===== src/rtl/mem_copy_engine.sv =====
// mem_copy_engine: word-granular block copy that drives the byte-addressed
// memory port (combinational read, write on rising clk when mem_WE is high).
// Words move from src_addr to dst_addr in ascending address order, one READ
// cycle followed by one WRITE cycle per word. Pointers wrap modulo
// 2^ADDR_WIDTH. No alignment check is made. When dst lies inside
// (src, src+len), already-written words are re-read, so the data smears.
//
// Optional feature macro: MEM_COPY_FILL_EN adds fill_mode/fill_data and a
// FILL state that writes one constant word per cycle to the destination.
//
// Ports:
//   clk, reset     clock, synchronous active-high reset
//   start          request, sampled only in IDLE
//   src_addr       first source byte address
//   dst_addr       first destination byte address
//   len_words      number of words to move
//   fill_mode      (MEM_COPY_FILL_EN) select fill instead of copy
//   fill_data      (MEM_COPY_FILL_EN) fill pattern
//   busy           high while READ/WRITE/FILL
//   done           one-cycle completion pulse
//   mem_WE         memory write enable
//   mem_ADDR       memory byte address
//   mem_WD         memory write data
//   mem_RD         memory read data, combinational from mem_ADDR
module mem_copy_engine #(
  parameter int unsigned BYTE_SIZE  = 4,
  parameter int unsigned ADDR_WIDTH = 32,
  parameter int unsigned LEN_WIDTH  = 16
) (
  input  logic                   clk,
  input  logic                   reset,
  input  logic                   start,
  input  logic [ADDR_WIDTH-1:0]  src_addr,
  input  logic [ADDR_WIDTH-1:0]  dst_addr,
  input  logic [LEN_WIDTH-1:0]   len_words,
`ifdef MEM_COPY_FILL_EN
  input  logic                   fill_mode,
  input  logic [BYTE_SIZE*8-1:0] fill_data,
`endif
  output logic                   busy,
  output logic                   done,
  output logic                   mem_WE,
  output logic [ADDR_WIDTH-1:0]  mem_ADDR,
  output logic [BYTE_SIZE*8-1:0] mem_WD,
  input  logic [BYTE_SIZE*8-1:0] mem_RD
);

  localparam int unsigned DATA_W = BYTE_SIZE * 8;

  typedef enum logic [2:0] {
    S_IDLE  = 3'd0,
    S_READ  = 3'd1,
    S_WRITE = 3'd2,
    S_DONE  = 3'd3
`ifdef MEM_COPY_FILL_EN
    ,
    S_FILL  = 3'd4
`endif
  } state_e;

  state_e                  state_q, state_d;
  logic [ADDR_WIDTH-1:0]   src_q, src_d;
  logic [ADDR_WIDTH-1:0]   dst_q, dst_d;
  logic [LEN_WIDTH-1:0]    rem_q, rem_d;
  // Data register doubles as the write-data output; it holds between words.
  logic [DATA_W-1:0]       wd_q, wd_d;
  logic                    busy_q, busy_d;
  logic                    done_q, done_d;
  logic                    we_q, we_d;
  logic [ADDR_WIDTH-1:0]   addr_q, addr_d;

  // State, pointers and registered outputs.
  always_ff @(posedge clk) begin
    if (reset) begin
      state_q <= S_IDLE;
      src_q   <= '0;
      dst_q   <= '0;
      rem_q   <= '0;
      wd_q    <= '0;
      busy_q  <= 1'b0;
      done_q  <= 1'b0;
      we_q    <= 1'b0;
      addr_q  <= '0;
    end else begin
      state_q <= state_d;
      src_q   <= src_d;
      dst_q   <= dst_d;
      rem_q   <= rem_d;
      wd_q    <= wd_d;
      busy_q  <= busy_d;
      done_q  <= done_d;
      we_q    <= we_d;
      addr_q  <= addr_d;
    end
  end

  // Next-state, pointer updates, and next-cycle output decode.
  always_comb begin
    state_d = state_q;
    src_d   = src_q;
    dst_d   = dst_q;
    rem_d   = rem_q;
    wd_d    = wd_q;

    case (state_q)
      S_IDLE: begin
        if (start) begin
          src_d   = src_addr;
          dst_d   = dst_addr;
          rem_d   = len_words;
          state_d = (len_words == '0) ? S_DONE : S_READ;
`ifdef MEM_COPY_FILL_EN
          if (fill_mode && (len_words != '0)) begin
            wd_d    = fill_data;
            state_d = S_FILL;
          end
`endif
        end
      end
      S_READ: begin
        wd_d    = mem_RD;
        src_d   = src_q + ADDR_WIDTH'(BYTE_SIZE);
        state_d = S_WRITE;
      end
      S_WRITE: begin
        dst_d   = dst_q + ADDR_WIDTH'(BYTE_SIZE);
        rem_d   = rem_q - LEN_WIDTH'(1);
        state_d = (rem_q == LEN_WIDTH'(1)) ? S_DONE : S_READ;
      end
`ifdef MEM_COPY_FILL_EN
      S_FILL: begin
        dst_d   = dst_q + ADDR_WIDTH'(BYTE_SIZE);
        rem_d   = rem_q - LEN_WIDTH'(1);
        state_d = (rem_q == LEN_WIDTH'(1)) ? S_DONE : S_FILL;
      end
`endif
      S_DONE:  state_d = S_IDLE;
      default: state_d = S_IDLE;
    endcase

    // Outputs for the upcoming cycle are a pure function of the next state
    // and next pointers, so they register without adding a cycle of latency.
    busy_d = 1'b0;
    done_d = 1'b0;
    we_d   = 1'b0;
    addr_d = '0;
    case (state_d)
      S_READ: begin
        busy_d = 1'b1;
        addr_d = src_d;
      end
      S_WRITE: begin
        busy_d = 1'b1;
        we_d   = 1'b1;
        addr_d = dst_d;
      end
`ifdef MEM_COPY_FILL_EN
      S_FILL: begin
        busy_d = 1'b1;
        we_d   = 1'b1;
        addr_d = dst_d;
      end
`endif
      S_DONE:  done_d = 1'b1;
      default: ;
    endcase
  end

  assign busy     = busy_q;
  assign done     = done_q;
  assign mem_WE   = we_q;
  assign mem_ADDR = addr_q;
  assign mem_WD   = wd_q;

endmodule

===== config.mk =====
export PLATFORM = sky130hd
export DESIGN_NAME = mem_copy_engine
export DESIGN_NICKNAME = d
export VERILOG_FILES = /design/src/rtl/mem_copy_engine.sv
export SDC_FILE = /design/constraint.sdc
export NUM_CORES = 1
export LEC_CHECK = 0
export ABC_AREA = 1
export CAP_MARGIN = 15
export CORE_MARGIN = 8
export CORE_UTILIZATION = 40
export DETAILED_ROUTE_END_ITERATION = 10
export PLACE_DENSITY_LB_ADDON = 0.08
export SYNTH_ARGS = -nofsm -noshare
export SYNTH_HDL_FRONTEND = slang
export SYNTH_SLANG_ARGS = --single-unit

===== constraint.sdc =====
create_clock -name clk -period 4.6 [get_ports clk]
set_input_delay 0.46 -clock clk [delete_from_list [all_inputs] [get_ports clk]]
set_output_delay 0.46 -clock clk [all_outputs]
set_load 0.01 [all_outputs]

# Word-level counts from Yosys, hierarchy flattened
# Cells that the tools add are included.
[totals]
regBits = 150
input_bits = 115
output_inout_bits = 67
wordCells = 38
[op_classes]
add_sub_neg = 3
n_eq_ne = 7
n_mux = 14
n_reduce_logical = 5
[op_table]
columns = ["cell", "n"]
rows = [
  ["$pmux 32 s2", 3],
  ["$add 32x3->32 const B", 2],
  ["$mux 32", 2],
  ["$pmux 16 s2", 1],
  ["$eq 16x1->1 const B", 1],
  ["$logic_not 16->1", 1],
  ["$mux 16", 1],
  ["$sub 16x1->16 const B", 1],
  ["$eq 3x2->1 const B", 3],
  ["$pmux 3 s3", 1],
  ["$eq 3x1->1 const B", 2],
  ["$mux 2", 2],
  ["$logic_not 3->1", 1],
  ["$mux 1", 3],
  ["$mux 3", 1],
  ["$ne 2x2->1 const B", 1],
  ["$reduce_and 2->1", 1],
  ["$reduce_bool 2->1", 1],
  ["$reduce_or 2->1", 1],
]

# Logic depth before layout (Yosys ltp)
# Gate-level depths: netlist (run 1).
[logic_depth]
depth_word = 7
mapped_depth = 11
mapped_depth_nobuf = 11

# Least setup slack after synthesis (run 1)
# Ideal clock, no wire load.
[synth_timing]
path_type = "input-to-reg"
startpoint = "input start"
endpoint = "register addr_q[21], in the netlist mem_ADDR[21]"
setup_time_ps = 59
t_arrival_ps = 1543
path_slack_ps = 2998
cell_stages = 7
cell_sequence = "buf_2 > inv_2 > clkbuf_1 > o21ai_0 > a221oi_1 > nand3_1 > nand2_1"
[synth_between]
elab_chain_cells = 4
elab_cells_between_ends = 9
cone_classes = "eq/ne (2); mux (7)"
[synth_lines]
columns = ["item", "line_no", "rtl"]
rows = [
  ["start: declaration", "32", "input logic start,"],
  ["$mux 3", "107", "if (start) begin"],
  ["$pmux 3 s3", "105", "case (state_q)"],
  ["$eq 3x2->1 / $eq 3x1->1 (equally long branches)", "147", "case (state_d)"],
  ["$pmux 32 s2 (*)", "147", ""],
  ["end signal: assignment", "93", "addr_q <= addr_d;"],
  ["end: declaration", "70", "logic [ADDR_WIDTH-1:0] addr_q, addr_d;"],
]
# Every way passes the cells marked *; elsewhere a longest branch is shown, timed or not.
# A chain may end at the register's enable or synchronous reset.

# Worst setup path in the final report (run 1)
[layout_timing]
startpoint = "register state_q[0]"
endpoint = "register addr_q[6], in the netlist mem_ADDR[6]"
[layout_between]
elab_chain_cells = 4
elab_cells_between_ends = 10
cone_classes = "eq/ne (4); mux (5); reduce/logical (1)"
[layout_lines]
columns = ["item", "line_no", "rtl"]
rows = [
  ["start: declaration", "61", "state_e state_q, state_d;"],
  ["start signal: assignment", "85", "state_q <= state_d;"],
  ["$eq 3x2->1, or another cell as far along", "105", ""],
  ["$pmux 3 s3", "105", ""],
  ["$eq 3x2->1 / $eq 3x1->1 (equally long branches)", "147", ""],
  ["$pmux 32 s2 (*)", "147", ""],
]
# Marked as above.

==> flow_metrics.env, run 1 <==
export IMPL_cts_buffers=17
export IMPL_relSlewSlack_pct=31.2
export IMPL_port_buffers=181
export IMPL_mostFrequentLayoutCells="nand2_1, nor2_1, clkdlybuf4s50_1"
export IMPL_core_area_mm2=0.0208
export IMPL_avgSynthCellArea_um2=6.18
export IMPL_synth_area_mm2=0.00841
export IMPL_synth_largest_area_cell="dfxtp_1"
export IMPL_cap_violations=0
export IMPL_synthTopCellsByArea="dfxtp_1, nand2_1, nor2_1, nand3_1, o21ai_0"
export IMPL_clk_path_buf_depth=2
export IMPL_drc=0
export IMPL_cp_cell_sequence="nor2_2, nand2_4, nor2_2, inv_2, o21ai_0, a21oi_1, and2_1, nand2_1, nand2_1"
export IMPL_crit_slowest_cell="nor2_2"
export IMPL_outcome="completed"
export IMPL_insertion_delay_ps=440
export IMPL_ant_nets=0
export IMPL_rr_startpoint="state_q[0]"
export IMPL_worst_slew_pin_slew_ps=1030
export IMPL_htree_levels=4
export IMPL_yosysWarnings=0
export IMPL_io_pins=182
export IMPL_finalSetupViolations=0
export IMPL_syn_inst=1360
export IMPL_initial_utilization_pct=40.4
export IMPL_synth_top_area_share_pct=35.7
export IMPL_synth_flop_cell="dfxtp_1"
export IMPL_crit_required_ps=4920
export IMPL_r2r_cells=9
export IMPL_routedWlPerCell_um=17.7
export IMPL_cp_endpoint="mem_ADDR[6]"
export IMPL_cp_arrival_ps=3200
export IMPL_post_cts_buffers=0
export IMPL_path_clk_slew_ps=60
export IMPL_vias=9468
export IMPL_grt_pass1_vias=8910
export IMPL_async_flop_share_pct=0
export IMPL_drt_iter0_drc=881
export IMPL_dr_pass1_iters=5
export IMPL_cts_hold_buf=0
export IMPL_fin_crit_ps=2880
export IMPL_overflow=0
export IMPL_num_nets_final=1631
export IMPL_syn_num_nets=1479
export IMPL_die_w_um=161
export IMPL_ys_seq_elements=150
export IMPL_worst_path_max_fanout=18
export IMPL_post_cts_resized=0
export IMPL_final_common_cell="nand2_1"
export IMPL_fp_row_count=53
export IMPL_syn2layout_area_growth_pct=30.9
export IMPL_fp_dieH_um=161
export IMPL_power_total_mw=3.53
export IMPL_critPathKind="flip-flop to flip-flop"
export IMPL_dpl_hpwl_um=23700
export IMPL_synth_distinct_cells=44
export IMPL_dieArea_mm2=0.0259
export IMPL_r2r_end="mem_ADDR[6]"
export IMPL_drv_slew=0
export IMPL_drt_wl_total_um=31900
export IMPL_reg2reg_setup_slack_ps=1720
export IMPL_fmax_ghz=0.348
export IMPL_power_density_mw_per_mm2=321
export IMPL_via_per_inst=5.26
export IMPL_layout_drive_gt1_share_pct=4.26
export IMPL_grt_setup_unrepaired="no"
export IMPL_tritoncts="done"
export IMPL_gp_congestion=0.948
export IMPL_ys_seq_area_share_pct=35.7
export IMPL_skew_ps=15.9
export IMPL_grt_max_degree=63
export IMPL_p_leak_nw=4.40
export IMPL_grt_pass1_wl_um=49500
export IMPL_end_kind="flip-flop"
export IMPL_finalSetupTns_ps=0
export IMPL_final_util_pct=52.8
export IMPL_holdPathStages=2
export IMPL_max_stage_delay_ps=600
export IMPL_root_buffer="clkbuf_16"
export IMPL_ir_drop_mv=0.221
export IMPL_clock_sinks=150
export IMPL_antenna_found_initial=0
export IMPL_critPathLaunchType="flip-flop"
export IMPL_synth_edf_count=0
export IMPL_diodes=0
export IMPL_hold_violations=0
export IMPL_hold_class="flip-flop to flip-flop"
export IMPL_fin_crit_sh_pct=62.5
export IMPL_critPathLaunch="state_q[0]"
export IMPL_grt_use_total_pct=24.0
worst max-delay path, delay by kind of cell, from the launching register on:
family / cells / cell delay, ps
AND/OR/NAND/NOR: 6 / 1710
flip-flops: 1 / 430
buffers and inverters: 1 / 330
AO/OA/AOI/OAI: 2 / 290
worst min path at each step:
stage	startpoint	to	slack, ps
6_report	rem_q[15]	rem_q[15]	470
5_1_grt	rem_q[15]	rem_q[15]	500
4_1_cts	rem_q[15]	rem_q[15]	470
3_5_place_dp	rem_q[15]	rem_q[15]	460
3_3_place_gp	rem_q[15]	rem_q[15]	450
2_1_floorplan	rem_q[15]	rem_q[15]	440
synth_stat cells, drive strengths merged, types with 2 or more instances:
| master | number |
|---|---|
| xor2 | 8 |
| ha | 4 |
| o22ai | 4 |
| or2 | 3 |
| o221ai | 2 |
| nor3 | 8 |
| o21ai | 106 |
| nand3 | 121 |
| buf | 27 |
| dfxtp | 150 |
| a21o | 4 |
| a31oi | 12 |
| o211ai | 17 |
| nand3b | 3 |
| inv | 126 |
| and2 | 3 |
| a21boi | 2 |
| clkinv | 2 |
| a221oi | 5 |
| nor2 | 222 |
| a21oi | 85 |
| nand2 | 389 |
| a211oi | 4 |
| nand4 | 17 |
| clkbuf | 28 |
routing by layer:
layer / track usage [%] / share of wire, % / vias to the layer above
met4: 8.54 / 2.5 / 0
met2: 38.7 / 46 / 417
met1: 30.7 / 43 / 4267
met5: 0 / 0 / -
met3: 5.50 / 8.8 / 59
li1: - / - / 4725
layout make-up:
cell class	instances	area, um2
clock buffers	18	429
clock inverters	14	221
fillers	2195	9820
inverters	128	480
multi-input cells	1027	4670
flip-flops and latches	150	3000
well taps	275	344
repair buffers	188	1850
through the flow:
step	area (um2)	hold WS, ps	std cells	setup WS [ps]
finish	11000	472	1800	1720
floorplan	8410	444	1360	3000
detailed placement	10300	458	1768	1780
CTS	11000	468	1800	1740
global route	11000	496	1800	1520
global placement	10300	455	1768	1790
registers in the layout (all words and copies together) (netlist names):
name      count
state_q       3
mem_ADDR     32
src_q        32
dst_q        32
mem_WD       32
busy          1
mem_WE        1
done          1
rem_q        16
kinds of logic after synthesis:
| family | Yosys count | share of synthesized area (%) |
|---|---|---|
| compound gates | 245 | 16.2 |
| xor+xnor | 9 | 0.938 |
| fa+ha+maj | 4 | 0.595 |
| buf+inv | 183 | 8.74 |
| flops | 150 | 35.7 |
| other cells | 1 | 0.0446 |
| simple gates | 768 | 37.7 |
power by group:
| group | switching, mW | leakage (nW) | internal [mW] | total (mW) |
|---|---|---|---|---|
| registers | 0.0712 | 1.23 | 1.36 | 1.44 |
| logic | 0.293 | 2.86 | 0.227 | 0.520 |
| clock network | 0.600 | 0.313 | 0.971 | 1.57 |
| total | 0.964 | 4.40 | 2.56 | 3.53 |
No activity file was read; power rests on OpenSTA's default activity.
==> run 2, diff against run 1 <==
Clock period 4.6 ns to 2.5 ns, I/O delays scaled along.
==> run 2 against run 1 <==
Effect of this change: clock power increased by 56%; setup slack got worse by 1600 ps; clock skew decreased by 8.8 ps; count of clock-buffer cells in the layout unchanged; critical path type unchanged; die area unchanged; critical path depth decreased by 3; maximum frequency increased by 22%; register-to-register slack got worse by 1600 ps; flip-flop and latch count unchanged; sequential share of layout area decreased by 0.099 points; via count decreased by 0.35%; global-route usage about the same.
==> flow_metrics.env, run 2 (same netlist as run 1, synthesis figures left out) <==
export IMPL_critPathKind="flip-flop to flip-flop"
export IMPL_drt_wl_total_um=31600
export IMPL_fmax_ghz=0.425
export IMPL_fin_crit_sh_pct=94.0
export IMPL_die_w_um=161
export IMPL_layout_setup_ws_ps=149
export IMPL_cp_cell_sequence="nor2_4, nand2_2, nand2_1, o211ai_1, nand2_1, o21ai_0"
export IMPL_area_sequential_mm2=0.00300
export IMPL_cts_hold_buf=0
export IMPL_dr_pass1_iters=6
export IMPL_cts_buffers=17
export IMPL_grt_pass1_vias=8795
export IMPL_finalSetupViolations=0
export IMPL_drc=0
export IMPL_crit_top_cell="nand2_1"
export IMPL_max_stage_delay_ps=480
export IMPL_clk_path_buf_depth=2
export IMPL_diodes=0
export IMPL_p_leak_nw=4.44
export IMPL_drv_slew=0
export IMPL_port_buffers=181
export IMPL_post_cts_buffers=0
export IMPL_insertion_delay_ps=420
export IMPL_worst_slew_pin_slew_ps=738
export IMPL_grt_pass1_wl_um=49200
export IMPL_post_dp_cell_area_mm2=0.0105
export IMPL_skew_ps=7.14
export IMPL_layout_drive_gt1_share_pct=5.26
export IMPL_grt_max_degree=44
export IMPL_mostFrequentLayoutCells="nand2_1, nor2_1, clkdlybuf4s50_1"
export IMPL_drt_iter0_drc=892
export IMPL_critPathLaunchType="flip-flop"
export IMPL_power_density_mw_per_mm2=549
export IMPL_final_common_cell="nand2_1"
export IMPL_grt_setup_unrepaired="no"
export IMPL_ir_drop_mv=0.470
export IMPL_htree_levels=4
export IMPL_tritoncts="done"
export IMPL_ant_nets=0
export IMPL_num_nets_final=1646
export IMPL_worst_path_max_fanout=10
export IMPL_cap_violations=0
export IMPL_finish_instance_area_mm2=0.0110
export IMPL_fp_dieH_um=161
export IMPL_crit_slowest_cell="dfxtp_1"
export IMPL_vias=9435
export IMPL_syn2layout_area_growth_pct=31.3
export IMPL_outcome="completed"
export IMPL_cp_arrival_ps=2620
export IMPL_routedWlPerCell_um=17.4
export IMPL_io_pins=182
export IMPL_initial_utilization_pct=40.4
export IMPL_core_area_mm2=0.0208
export IMPL_dpl_hpwl_um=24100
export IMPL_finalSetupTns_ps=0
export IMPL_overflow=0
export IMPL_power_total_mw=6.06
export IMPL_pre_cts_slack_ps=119
export IMPL_grt_use_total_pct=24.0
export IMPL_dieArea_mm2=0.0259
export IMPL_fin_crit_ps=2350
export IMPL_end_kind="flip-flop"
export IMPL_post_cts_resized=0
export IMPL_hold_violations=0
export IMPL_via_per_inst=5.20
export IMPL_crit_required_ps=2770
export IMPL_path_clk_slew_ps=70
export IMPL_antenna_found_initial=0
export IMPL_clock_sinks=150
export IMPL_hold_class="input pin to flip-flop"
export IMPL_relSlewSlack_pct=50.6
export IMPL_multi_input_area_mm2=0.00467
export IMPL_fp_row_count=53
export IMPL_n_fill_cell=2212
export IMPL_root_buffer="clkbuf_16"
export IMPL_gp_congestion=0.988
## run 2: cell types whose count changed in the layout (fill, tap and decap cells not counted)
cell and delta:
clkbuf_8 +1, inv_6 +5, clkinvlp_4 -1, buf_12 +2, buf_4 +13, inv_2 -1
bufinv_16 -5, clkbuf_1 -1, clkinv_2 +2
## run 2: worst max-delay path: cells and delay by family (launching register included)
family,cells,cell delay [ps]
simple gates,4,980
flops,1,480
compound gates,2,730
## run 2: per-layer routing
layer | wire length (um) | vias to the layer above | GRT usage (%)
met1 | 13900 | 4228 | 31.9
met5 | 0 | - | 0
li1 | - | 4754 | -
met2 | 14500 | 400 | 38.7
met3 | 2480 | 53 | 4.50
met4 | 703 | 0 | 7.07
## run 2: final timing paths
check	slack [ps]	cells past startpoint	end	startpoint
worst min-delay path	240	2	mem_WE	reset
worst max-delay path	150	6	mem_ADDR[4]	state_q[1]
worst max register to register	150	6	mem_ADDR[4]	state_q[1]
worst min register to register	480	2	mem_WD[30]	mem_WD[30]
## run 2: final cells by class
type / count / share of cell area, %
Tap cell: 275 / 3.12
Inverter: 128 / 4.36
Clock inverter: 14 / 1.02
Sequential cell: 150 / 27.2
Timing Repair Buffer: 203 / 18.0
Multi-Input combinational cell: 1027 / 42.3
Clock buffer: 18 / 3.98
## run 2: through the flow
stage          hold WS [ps]  util [%]  cells
2_1_floorplan           398         -   1360
3_3_place_gp            455      50.4   1783
3_5_place_dp            465      50.4   1783
4_1_cts                 232      53.0   1815
5_1_grt                 256      53.0   1815
6_report                241      53.0   1815
## run 2: report_power, final
group	total, mW	switching (mW)	internal, mW
combinational	0.973	0.544	0.429
sequential	2.64	0.125	2.51
clock	2.45	1.13	1.33
total	6.06	1.80	4.27
==> run 3, diff against run 2 <==
Settings changed: CORE_UTILIZATION 40 to 47.
==> run 3 against run 2 <==
Effect of this change: die area shrank 13%; design area shrank 0.43%; flip-flop and latch count is the same; highest routed layer unchanged; critical endpoint is now mem_ADDR[23].
==> flow_metrics.env, run 3 (same netlist as run 1, synthesis figures left out) <==
export IMPL_die_w_um=150
export IMPL_wl_met2_um=13700
export IMPL_dr_pass1_iters=5
export IMPL_drt_wl_total_um=30100
export IMPL_fin_crit_ps=2170
export IMPL_grt_use_total_pct=26.6
export IMPL_final_util_pct=61.8
export IMPL_outcome="completed"
export IMPL_met1_length_um=13000
export IMPL_cts_buffers=17
export IMPL_dieArea_mm2=0.0224
export IMPL_io_pins=182
export IMPL_cap_violations=0
export IMPL_vias=9410
export IMPL_cp_arrival_ps=2490
export IMPL_fin_crit_sh_pct=86.9
export IMPL_num_nets_final=1646
export IMPL_intPower_mw=4.37
export IMPL_hold_ws_ps=313
export IMPL_grt_pass1_wl_um=46900
export IMPL_diodes=0
export IMPL_grt_pass1_vias=8701
export IMPL_post_cts_buffers=0
export IMPL_hold_class="input pin to flip-flop"
export IMPL_ant_nets=0
export IMPL_relSlewSlack_pct=50.4
export IMPL_clk_path_buf_depth=2
export IMPL_critPathLaunchType="flip-flop"
export IMPL_drv_slew=0
export IMPL_initial_utilization_pct=47.3
export IMPL_p_sw_share_pct=28.5
export IMPL_met3_length_um=2710
export IMPL_grt_setup_unrepaired="no"
export IMPL_p_seq_share_pct=43.1
export IMPL_p_leak_nw=4.44
export IMPL_overflow=0
export IMPL_htree_levels=4
export IMPL_skew_ps=7.82
export IMPL_power_density_mw_per_mm2=556
export IMPL_finalSetupViolations=0
export IMPL_worst_slew_pin_slew_ps=743
export IMPL_n_fill_cell=1755
export IMPL_antenna_found_initial=0
export IMPL_post_cts_resized=0
export IMPL_finalSetupTns_ps=0
export IMPL_mostFrequentLayoutCells="nand2_1, nor2_1, clkdlybuf4s50_1"
export IMPL_final_cells=1769
export IMPL_p_switching_mw=1.74
export IMPL_worst_path_max_fanout=10
export IMPL_routedWlPerCell_um=17.0
export IMPL_fp_dieH_um=150
export IMPL_end_kind="flip-flop"
export IMPL_fmax_ghz=0.460
export IMPL_ir_drop_mv=0.505
export IMPL_pwr_share_comb_pct=15.8
export IMPL_drt_iter0_drc=834
export IMPL_crit_required_ps=2810
export IMPL_pwr_share_clk_pct=41.1
export IMPL_insertion_delay_ps=420
export IMPL_clock_sinks=150
export IMPL_topRoutingLayerUsed="met4"
export IMPL_dpl_cell_count=1737
export IMPL_power_total_mw=6.11
export IMPL_drc=0
export IMPL_core_area_mm2=0.0178
export IMPL_dpl_hpwl_um=22700
export IMPL_port_buffers=181
export IMPL_root_buffer="clkbuf_16"
export IMPL_tritoncts="done"
export IMPL_fp_row_count=49
export IMPL_final_common_cell="nand2_1"
export IMPL_cts_hold_buf=0
export IMPL_grt_max_degree=42
export IMPL_layout_drive_gt1_share_pct=5.26
export IMPL_via_per_inst=5.32
export IMPL_critPathKind="flip-flop to flip-flop"
export IMPL_gp_congestion=1.03
export IMPL_syn2layout_area_growth_pct=30.8
export IMPL_path_clk_slew_ps=60
export IMPL_hold_violations=0
[run 3: cell types whose count changed in the layout (fill, tap and decap cells not counted)]
cell        before  now
clkinv_4         1    3
clkbuf_8         1    2
clkinv_2         4    3
inv_2            7    8
inv_6            8    2
buf_4           20   21
buf_12           2    1
clkinvlp_4       1    3
bufinv_16        0    1
[run 3: metrics by stage]
step | area, um2 | setup slack, ps
final | 11000 | 326
after global routing | 11000 | 207
after CTS | 11000 | 346
after detailed placement | 10400 | 391
after global placement | 10400 | 396
after floorplan | 8410 | 916
[run 3: cell type report]
type                       count  area (um2)  share of cell area [%]
clock buffer                  19         453                    4.12
timing repair buffer         203        1980                    18.0
clock inverter                13         123                    1.12
sequential                   150        3000                    27.3
multi-input combinational   1027        4670                    42.5
inverter                     128         480                    4.37
tap                          229         287                    2.61
[run 3: final timing paths]
path / endpoint / slack (ps) / cells after the start / startpoint
worst min-delay path: rem_q[12] / 310 / 3 / reset
worst max-delay path: mem_ADDR[23] / 330 / 8 / state_q[1]
worst max register to register: mem_ADDR[23] / 330 / 8 / state_q[1]
worst min register to register: rem_q[15] / 470 / 2 / rem_q[15]
[run 3: power groups by stage]
stage / logic [mW] / clock network [mW] / registers (mW)
floorplan: 0.519 / 0 / 2.66
global placement: 0.949 / 0 / 2.68
detailed placement: 0.952 / 0 / 2.68
CTS: 0.962 / 2.54 / 2.63
global route: 1.07 / 2.65 / 2.65
finish: 0.968 / 2.51 / 2.63
[run 3: worst max-delay path: stages, from the launching register on]
cell     delay (ps)
dfxtp_1         410
nor2_4          300
nand2_2         270
nand2_1         370
inv_1           150
a32oi_1         240
nand2_1         160
nand2_1          90
nand2_1          50
[run 3: routing by layer]
layer | track usage, % | vias to the layer above
li1 | - | 4749
met1 | 35.2 | 4186
met2 | 43.0 | 432
met3 | 5.26 | 43
met4 | 7.60 | 0
met5 | 0 | -
==> RTL change 1: new RTL, flow settings as in run 3 <==
Change the parameter `BYTE_SIZE` from 4 to 2.
--- a/src/rtl/mem_copy_engine.sv
+++ b/src/rtl/mem_copy_engine.sv
@@ -23,7 +23,7 @@
 //   mem_WD         memory write data
 //   mem_RD         memory read data, combinational from mem_ADDR
 module mem_copy_engine #(
-  parameter int unsigned BYTE_SIZE  = 4,
+  parameter int unsigned BYTE_SIZE  = 2,
   parameter int unsigned ADDR_WIDTH = 32,
   parameter int unsigned LEN_WIDTH  = 16
 ) (
Ports: changed (resized mem_RD and mem_WD); port bits go from 182 to 150. No check against the original RTL was run, so the function may have changed too.
==> RTL change 1 against run 3 <==
  * Setup slack improved by 0.031 ns
  * Routed wire length down 6.0%
  * Maximum frequency rose by 1.5%
  * Core utilization is 0.77 points lower
  * Cell count shrank 2.2%
  * Clock skew is essentially flat
  * Sequential cell count is 16 lower
  * Non-clock buffer count down 29
  * Final area is 4.9% lower
  * Power fell by 3.0%
  * Combinational power down 5.3%
  * Synthesized area fell by 3.2%
  * Critical path type unchanged
==> RTL change 1: results (changes against run 3) <==
status=finished clean; post-synthesis xor/xnor area fraction=0.007534 (-0.001844); number of global-route vias before repair=8719 (+0.21%); CP max stage delay=0.63 ns (+0.22 ns); Power Sequential=2.36 mW (-10%); TritonCTS buffer count=17 (unchanged); skew final=0.007538 ns (-0.0002768 ns); Area after DPL=9838 um2 (-5.6%); compound-cell area share of the yosys netlist=0.1579 (-0.004199); Fillers=1707 (-2.7%); share of layout cells above drive strength 1=0.05714 (+0.004545); Netlist cell types=41 (-6.8%); global-route wire length before repair=45270 um (-3.5%); largest net degree at the start of global routing=45 (+7.1%); top cells by area, synth=dfxtp_1 (33%), nand2_1 (21%), nand3_1 (7.5%), nor2_1 (7.0%), o21ai_0 (6.3%); CP max FO=15 (+5); drt initial violations=741 (-11%); final RePlAce weighted congestion=0.9494 (-7.7%); top cells by count, synth=nand2_1 (461), nor2_1 (151), dfxtp_1 (134); placed cells=1698 (-2.2%); drt pass-1 iters=6 (+1); comb pwr=0.917 mW (-5.3%); Via density=5.361 (+0.79%); Internal=4.240 mW (-3.1%); total gr overflow=0 (unchanged); YS warnings=0 (unchanged); Pleak=4.275 nW (-3.7%); Final HPWL DP=20840 um (-8.1%); worst vdd ir=0.5071 mV (+0.41%); routed vias=9275 (-1.4%); Synth Instances=1355 (-0.37%); Critical Path Slowest Stage Cell=nor2_1; Hold Path Class=input port to flop; Tightest Pin Transition=0.7516 ns (+0.008865 ns); syn nets=1458 (-1.4%); post-synthesis mux area share=0 (unchanged); Final nets=1595 (-3.1%); CTS Root Buffer Type=clkbuf_16; CP top delay family=simple AND/OR/NAND/NOR gates; Adder-Cell Fraction of Synth Area=0.006150 (+0.0001959); port buffer count=149 (-18%); initial antenna violation count=1 (+1); final WL=28270 um (-6.0%); GR Util All Layers=0.2577 (-0.007988); Seq/Total Area, Yosys=0.3296 (-0.02761)
RTL change 1: cell types whose count changed after synthesis, moves of 5 or more:
cell	run 3	this run
o21ai_1	5	0
nand2_1	384	461
a31oi_1	12	20
dfxtp_1	150	134
a21oi_1	85	74
o211ai_1	17	10
or2_2	3	10
inv_2	8	3
nor2_1	217	151
inv_1	118	128
RTL change 1: cell type report:
cell class / instances / area share
clock buffers: 18 / 0.04202
clock inverters: 14 / 0.01664
inverters: 132 / 0.04765
multi-input cells: 1033 / 0.4492
flip-flops and latches: 134 / 0.2567
well taps: 225 / 0.02694
repair buffers: 174 / 0.1609
RTL change 1: cells by family after synthesis:
family / Yosys count
AO/OA/AOI/OAI: 233
XOR/XNOR: 7
adder cells (fa/ha/maj): 4
buffers and inverters: 188
flip-flops: 134
other: 1
AND/OR/NAND/NOR: 788
RTL change 1: stage by stage:
stage          power [mW]    util  setup slack (ns)
3_3_place_gp        3.302  0.5748            0.4675
6_report            5.932  0.6106            0.3577
3_5_place_dp        3.309  0.5748            0.3952
2_1_floorplan       2.910       -            0.9294
5_1_grt             6.164  0.6106            0.1767
4_1_cts             5.945  0.6106            0.3812
RTL change 1: routing by layer:
metal  track usage  share of wire
met5             0        0.00035
met4       0.08414          0.023
met3       0.06726          0.093
met2        0.4009           0.44
met1        0.3404           0.44
RTL change 1: worst paths after layout:
kind                                start                      end  slack [ns]  cells past startpoint
setup / recovery    state_q[1]$_SDFF_PP0_  mem_ADDR[19]$_SDFF_PP0_        0.36                      9
hold / removal                      start      dst_q[0]$_SDFF_PP0_        0.27                      4
setup reg to reg    state_q[1]$_SDFF_PP0_  mem_ADDR[19]$_SDFF_PP0_        0.36                      9
hold reg to reg   mem_WD[13]$_SDFFE_PP0N_  mem_WD[13]$_SDFFE_PP0N_        0.46                      2
==> RTL change 2: new RTL, flow settings as in run 3 <==
Made on the original files. Encoding of `state_e`: now one-hot (4 bits for 4 states).
--- a/src/rtl/mem_copy_engine.sv
+++ b/src/rtl/mem_copy_engine.sv
@@ -47,11 +47,11 @@
 
   localparam int unsigned DATA_W = BYTE_SIZE * 8;
 
-  typedef enum logic [2:0] {
-    S_IDLE  = 3'd0,
-    S_READ  = 3'd1,
-    S_WRITE = 3'd2,
-    S_DONE  = 3'd3
+  typedef enum logic [3:0] {
+    S_IDLE  = 4'b0001,
+    S_READ  = 4'b0010,
+    S_WRITE = 4'b0100,
+    S_DONE  = 4'b1000
 `ifdef MEM_COPY_FILL_EN
     ,
     S_FILL  = 3'd4
Function: no difference found for any inputs over 4 cycles, from zero or initial values and one cycle with reset high; so few cycles prove little.
==> RTL change 2 against run 3 <==
  * Non-clock buffer count fell by 2
  * Routed wire length shrank 7.4%
  * First-iteration DRC count shrank 7.9%
  * Setup slack improved by 0.13 ns
  * Die area fell by 1.6%
  * Final area fell by 1.3%
  * Sequential cell count is 1 higher
  * Synthesized area shrank 1.8%
  * Combinational power up 35%
  * Power rose by 9.3%
  * Maximum frequency rose by 6.6%
  * Largest power group unchanged
==> RTL change 2: results (changes against run 3) <==
Netlist cell types=39 (-11%); share of layout cells above drive strength 1=0.05614 (+0.003545); top cells by count, synth=nand2_1 (420), nor2_1 (211), dfxtp_1 (151); reg2reg start=state_q[1]$_SDFF_PP0_; Tightest Pin Transition=0.7231 ns (-0.01967 ns); cells on worst reg2reg path=9 (+1); Met1 Wirelength=12270 um (-5.7%); number of global-route vias before repair=8438 (-3.0%); initial antenna violation count=0 (unchanged); H-tree depth=4 (unchanged); TritonCTS buffer count=17 (unchanged); global-route wire length before repair=43840 um (-6.6%); Via density=5.204 (-2.2%); pre-CTS setup slack=0.4216 ns (+0.03073 ns); met2 wire length=12580 um (-8.2%); Final HPWL DP=20770 um (-8.4%); Hold Path End=src_q[3]$_SDFF_PP0_; Arr. time, crit path=2.37 ns (-0.12 ns); CP max FO=19 (+9); worst vdd ir=0.4850 mV (-4.0%); Fillers=1664 (-5.2%); top cells by area, synth=dfxtp_1 (37%), nand2_1 (19%), nor2_1 (9.6%), nand3_1 (7.1%), inv_1 (5.7%); largest net degree at the start of global routing=49 (+17%); skew final=0.009767 ns (+0.001952 ns); multi-input logic area=4484 um2 (-3.9%); CTS Root Buffer Type=clkbuf_16; routed wl met3=2454 um (-9.3%); status=finished clean; final RePlAce weighted congestion=0.9485 (-7.8%); Area after DPL=10250 um2 (-1.6%); Hold Path Depth=3 (unchanged); Pleak=4.482 nW (+1.0%); Internal=4.492 mW (+2.7%); Final nets=1620 (-1.6%); Seq/Total Area, Yosys=0.3661 (+0.008811); final WL=27860 um (-7.4%); GR Util All Layers=0.2504 (-0.01522); R2R Setup Slk=0.46 ns (+0.13 ns); drt initial violations=768 (-7.9%); clock latency on the worst-skew pair=0.44 ns (+0.02 ns); reg2reg end=mem_ADDR[24]$_SDFF_PP0_; syn nets=1450 (-2.0%)
RTL change 2: cell types whose count changed in the layout (fill, tap and decap cells not counted), moves of 7 or more:
cell | run 3 | this run
inv_1 | 118 | 125
o211ai_1 | 17 | 8
a21oi_1 | 85 | 61
nand2_1 | 384 | 420
o21ai_0 | 101 | 94
a31oi_1 | 12 | 4
a22oi_1 | 1 | 13
RTL change 2: logic make-up after synthesis:
| kind of cell | share of synthesized area |
|---|---|
| adders and majority gates | 0.006061 |
| DFF | 0.3661 |
| buffers and inverters | 0.09167 |
| and+or+nand+nor | 0.3958 |
| xor gates and xnor gates | 0.003182 |
| AOI/OAI and AO/OA | 0.1373 |
RTL change 2: power groups by stage:
stage	Sequential [mW]	Combinational (mW)	Clock (mW)
finish	2.75	1.31	2.62
global route	2.77	1.46	2.76
CTS	2.74	1.31	2.66
detailed placement	2.79	1.30	0
global placement	2.79	1.29	0
floorplan	2.77	0.780	0
RTL change 2: layout make-up:
cell class / count / area share
Sequential cell: 151 / 0.2785
Inverter: 128 / 0.04426
Multi-Input combinational cell: 1002 / 0.4131
Timing Repair Buffer: 201 / 0.1826
Clock inverter: 15 / 0.01637
Tap cell: 225 / 0.02594
Clock buffer: 17 / 0.03919
RTL change 2: how the worst max path moves through the flow:
stage / from / end / slack (ns) / cells past startpoint
6_report: state_q[1]$_SDFF_PP0_ / mem_ADDR[24]$_SDFF_PP0_ / 0.46 / 9
5_1_grt: state_q[1]$_SDFF_PP0_ / mem_ADDR[24]$_SDFF_PP0_ / 0.29 / 9
4_1_cts: state_q[1]$_SDFF_PP0_ / mem_ADDR[24]$_SDFF_PP0_ / 0.49 / 9
3_5_place_dp: start / mem_ADDR[7]$_SDFF_PP0_ / 0.42 / 10
3_3_place_gp: start / mem_ADDR[13]$_SDFF_PP0_ / 0.45 / 9
2_1_floorplan: dst_q[3]$_SDFF_PP0_ / mem_ADDR[16]$_SDFF_PP0_ / 1.00 / 12
RTL change 2: per-layer routing:
layer	global-route usage	vias to the layer above
li1	-	4599
met5	0	-
met4	0.07292	0
met2	0.4011	346
met3	0.07232	42
met1	0.3197	4063
RTL change 2: critical path, stage by stage (launching register included):
cell and delay [ns]:
dfxtp_1 0.41, inv_1 0.08, nor2_1 0.12, nand2_2 0.20
nand2_2 0.31, nand2_4 0.22, a22oi_1 0.24, nand2_1 0.11
nand2_1 0.15, nand2_1 0.07
RTL change 2: through the flow:
stage	hold slack (ns)	instances
floorplan	0.4101	1331
global placement	0.4581	1707
detailed placement	0.4645	1707
CTS	0.2695	1739
global route	0.2881	1739
finish	0.2817	1739
